**src/rtl/controlador_rega.sv**
```systemverilog
// Irrigation sequencer: selects sprinkler (AS), drip (GT) or idle (US) from soil and tank sensors,
// enforces a dead-time interlock between valves and latches a fault on low tank or run timeout.
module controlador_rega #(
  parameter int unsigned DEAD_TIME = 4,
  parameter int unsigned MAX_RUN   = 1000,
  localparam int unsigned CW       = $clog2(MAX_RUN + 1)
) (
  input  logic       clk,
  input  logic       rst_n,
  input  logic       en,
  input  logic [1:0] umid,
  input  logic       tanque_baixo,
  input  logic       ack_alarme,
  output logic       AS,
  output logic       GT,
  output logic       US,
  output logic       alarm_wire,
  output logic [2:0] estado
);

  localparam logic [2:0] StIdle  = 3'd0;
  localparam logic [2:0] StDead  = 3'd1;
  localparam logic [2:0] StRunAs = 3'd2;
  localparam logic [2:0] StRunGt = 3'd3;
  localparam logic [2:0] StFault = 3'd4;

  localparam logic [CW-1:0] DeadLast = CW'(DEAD_TIME - 1);
  localparam logic [CW-1:0] RunLast  = CW'(MAX_RUN - 1);
  localparam logic [CW-1:0] CntMax   = {CW{1'b1}};

  logic [2:0]    state_q, state_d;
  logic          tgt_gt_q, tgt_gt_d;
  logic [CW-1:0] cnt_q, cnt_d, cnt_inc;
  logic          dry, want_gt;
  logic          as_q, gt_q, us_q, alarm_q;
  logic          as_d, gt_d, us_d, alarm_d;

  assign dry     = en && (umid != 2'b00);
  assign want_gt = (umid == 2'b01);
  assign cnt_inc = (cnt_q == CntMax) ? cnt_q : cnt_q + 1'b1;

  always_comb begin
    state_d  = state_q;
    tgt_gt_d = tgt_gt_q;
    cnt_d    = cnt_q;
    case (state_q)
      StIdle: begin
        if (dry) begin
          if (tanque_baixo) begin
            state_d = StFault;
          end else begin
            state_d  = StDead;
            tgt_gt_d = want_gt;
          end
        end
      end
      StDead: begin
        tgt_gt_d = want_gt;
        if (tanque_baixo) begin
          state_d = StFault;
        end else if (!dry) begin
          state_d = StIdle;
        end else if (cnt_q == DeadLast) begin
          // Target taken from the current umid so a late mode change is honoured.
          state_d = want_gt ? StRunGt : StRunAs;
        end else begin
          cnt_d = cnt_inc;
        end
      end
      StRunAs, StRunGt: begin
        if (tanque_baixo) begin
          state_d = StFault;
        end else if (cnt_q == RunLast) begin
          state_d = StFault;
        end else if (!dry) begin
          state_d = StIdle;
        end else if (want_gt != (state_q == StRunGt)) begin
          state_d  = StDead;
          tgt_gt_d = want_gt;
        end else begin
          cnt_d = cnt_inc;
        end
      end
      StFault: begin
        if (ack_alarme && !tanque_baixo) begin
          state_d = StIdle;
        end
      end
      default: state_d = StIdle;
    endcase
    if (state_d != state_q) begin
      cnt_d = '0;
    end
  end

  always_comb begin
    as_d    = 1'b0;
    gt_d    = 1'b0;
    us_d    = 1'b0;
    alarm_d = 1'b0;
    case (state_d)
      StIdle:  us_d    = 1'b1;
      StDead:  ;
      StRunAs: as_d    = 1'b1;
      StRunGt: gt_d    = 1'b1;
      StFault: alarm_d = 1'b1;
      default: us_d    = 1'b1;
    endcase
  end

  always_ff @(posedge clk or negedge rst_n) begin
    if (!rst_n) begin
      state_q  <= StIdle;
      tgt_gt_q <= 1'b0;
      cnt_q    <= '0;
      as_q     <= 1'b0;
      gt_q     <= 1'b0;
      us_q     <= 1'b1;
      alarm_q  <= 1'b0;
    end else begin
      state_q  <= state_d;
      tgt_gt_q <= tgt_gt_d;
      cnt_q    <= cnt_d;
      as_q     <= as_d;
      gt_q     <= gt_d;
      us_q     <= us_d;
      alarm_q  <= alarm_d;
    end
  end

  assign AS         = as_q;
  assign GT         = gt_q;
  assign US         = us_q;
  assign alarm_wire = alarm_q;
  assign estado     = state_q;

endmodule

```
**config.mk**
```make
export PLATFORM = sky130hd
export DESIGN_NAME = controlador_rega
export DESIGN_NICKNAME = d
export VERILOG_FILES = /design/src/rtl/controlador_rega.sv
export SDC_FILE = /design/constraint.sdc
export NUM_CORES = 1
export LEC_CHECK = 0
export CAP_MARGIN = 10
export CORE_MARGIN = 2
export CORE_UTILIZATION = 45
export CTS_CLUSTER_DIAMETER = 200
export DETAILED_ROUTE_END_ITERATION = 12
export GPL_ROUTABILITY_DRIVEN = 0
export PLACE_DENSITY = 0.68
export SYNTH_ARGS = -nofsm -noshare
export SYNTH_HDL_FRONTEND = slang
export SYNTH_SLANG_ARGS = --single-unit
```
**constraint.sdc**
```tcl
create_clock -name clk -period 2.84 [get_ports clk]
set_input_delay 0.568 -clock clk [delete_from_list [all_inputs] [get_ports clk]]
set_output_delay 0.568 -clock clk [all_outputs]
set_load 0.005 [all_outputs]
```
==> results.yml <==
grt:
  grt_pass1_vias: 932
  grt-ovfl-total: 0
  grt_use_total: 0.199
  antenna_found_initial: 0
  grt_max_degree: 18
  grt_pass1_wl_mm: 4.13
worst_setup_path:
  rrSetupSlack_ns: 0.58
  crit_path_start_kind: "input pin"
  regToRegEndpoint: "cnt_q[8]"
  cp_max_fo: 8
  critical_path_class: "input pin to register"
  reg2reg_depth: 7
  crit_required_ns: 3.06
  end_kind: "register"
  cp.arrival_ns: 2.69
  timing.rr.start: "cnt_q[0]"
synthesis:
  synth_top_area_frac: 0.354
  yosysSeqAreaShare: 0.377
  synth-seq-cells: 17
  ys.flop_type: "dfrtp_1"
  synth_xor_area_frac: 0.0310
  syn_inst: 128
  post_synth.cell_area_avg_sq_um: 8.84
  synth_compound_area_frac: 0.231
  synth-async-reset-ratio: 1.00
  yosys.area_share.simple: 0.323
  synth.area.top_cells: "dfrtp_1, o21ai_0, a21oi_2"
  synth_top_family_by_area: "simple AND/OR/NAND/NOR gates"
  synthMuxAreaShare: 0.00885
  synth_edf_count: 0
  synth.most_common_cell: "dfrtp_1"
  synthAdderAreaFrac: 0.0111
  synth_area_sq_um: 1130
  synthDistinctLibCells: 38
  synth_warnings: 0
  synth_common_cells: "dfrtp_1, nor2_1, o21ai_0"
  yosys.area.top_type: "dfrtp_1"
  syn-num-nets: 136
die:
  ios: 14
  die_h_microns: 54.1
  die_area_sq_um: 2930
  core_area_sq_um: 2430
  die_w_microns: 54.1
  start_util: 0.465
  rows: 18
cts:
  cts_tree: "yes"
  cts.hold.buffers_added: 0
  clock-sinks: 17
  root_buffer: "clkbuf_4"
  htree_levels: 1
  clkLatencyLatePin_ns: 0.29
  ctsResizeCount: 0
  path_clk_slew_ns: 0.10
  cts_buffer_depth: 2
  cts_inserted_buffers: 3
  cts_setup_buffers: 0
drt:
  wl_mm: 2.54
  drc: 0
  vias: 1033
  ant_nets: 0
  first_iter_violations: 18
  post_drt_via_cell_ratio: 5.84
  drt-wirelength-per-cell_microns: 14.3
  first_pass_iters: 4
min_path:
  min_path_cells: 2
  hold_end: "cnt_q[1]"
  hold_start: "cnt_q[1]"
  hold_class: "register to register"
timing:
  finalHoldViolCount: 0
  timing.final.crit_period_ns: 2.47
  rsz0062_at_grt: "no"
  finalSetupTns_ns: 0
  skew_ns: 0.0111
  max_slew_margin: 0.489
  fin_crit_sh: 0.869
  worstMarginPinSlew_ns: 0.764
  fmax_mhz: 405
  slew_violations: 0
  final-setup-viol-count: 0
outcome:
  status: "finished, final reports clean"
placement:
  io_buffers: 13
  place_hpwl_mm: 1.91
job:
  drv_cap: 0
power_and_ir_drop:
  p_leak_nw: 0.504
  ir_drop_mv: 0.222
  totalPowerFinal_mw: 0.486
  power_density_nw_per_um2: 359
final_layout:
  synthToLayoutAreaGrowth_pct: 19.8
  antenna_cells: 0
  fin_nets: 156
  drive_gt1_frac: 0.170
-- where the power goes --
| group | leakage, nW | total [mW] | internal (mW) | switching, mW |
|---|---|---|---|---|
| clock | 0.0177 | 0.132 | 0.0523 | 0.0793 |
| sequential | 0.231 | 0.253 | 0.250 | 0.00250 |
| combinational | 0.255 | 0.102 | 0.0456 | 0.0559 |
| total | 0.504 | 0.486 | 0.348 | 0.138 |
-- layer usage --
layer  vias to the layer above  GRT usage  part of all wire
met5                         -          0                 0
met4                         0     0.0625            0.0039
met3                         2     0.0333             0.040
met2                        23      0.319              0.48
met1                       491      0.270              0.48
li1                        517          -                 -
-- cell type report --
| type | instances | area (sq um) |
|---|---|---|
| repair buffers | 19 | 175 |
| inverters | 1 | 3.75 |
| multi-input cells | 106 | 684 |
| clock buffers | 3 | 22.5 |
| flip-flops and latches | 17 | 427 |
| fillers | 239 | 1080 |
| well taps | 30 | 37.5 |
| clock inverters | 1 | 5.00 |
-- kinds of logic (layout without fill, tap and decap cells) --
family | count (synthesis) | in the layout
adders and majority gates | 1 | 1
xor gates and xnor gates | 4 | 4
DFF | 17 | 17
muxes | 1 | 1
buffers and inverters | 5 | 24
and+or+nand+nor | 62 | 62
AOI/OAI and AO/OA | 38 | 38
-- worst max-delay path, stage by stage --
cell	delay, ns
clkdlybuf4s50_1	0.55
nand2b_1	0.16
a21oi_1	0.10
nor4_4	0.37
nand3_2	0.26
or4_1	0.54
a21oi_2	0.14
-- sequential cells by signal, indices dropped and copies added (netlist names) --
name        cells
AS              1
US              1
GT              1
cnt_q          10
alarm_wire      1
estado          3
-- placed cells by master (no fill, tap or decap), types with 2 or more instances in the layout --
cell	instances
clkbuf_4	3
a21oi_2	6
nor2_1	12
o22ai_1	3
nor2b_1	5
a21oi_1	8
nand2_1	7
nand4_1	4
o21ai_0	12
or3_1	5
nand3_1	5
a31oi_1	3
nand2b_1	4
dfrtp_1	16
and3_1	3
nor3b_1	2
nor4_1	2
xor2_1	4
nor3_1	5
buf_4	6
clkdlybuf4s50_1	13
-- worst max path at each step --
| stage | start | endpoint | slack, ns | cells after the start |
|---|---|---|---|---|
| global route | umid[1] | cnt_q[2] | 0.23 | 7 |
| floorplan | cnt_q[0] | cnt_q[8] | 0.72 | 8 |
| CTS | umid[0] | cnt_q[8] | 0.35 | 7 |
| finish | umid[1] | cnt_q[8] | 0.37 | 7 |
| detailed placement | umid[0] | cnt_q[8] | 0.04 | 7 |
| global placement | en | cnt_q[8] | 0.05 | 6 |
-- metrics by stage --
stage	setup WS (ns)	cell area (sq um)	util	cells	hold WS, ns
CTS	0.354	1360	0.557	177	0.578
detailed placement	0.0414	1330	0.546	173	0.554
global route	0.226	1360	0.557	177	0.621
global placement	0.0550	1330	0.546	173	0.538
finish	0.372	1360	0.557	177	0.582
floorplan	0.723	1130	-	128	0.272
Note: power is estimated with default switching activity, not from simulation.
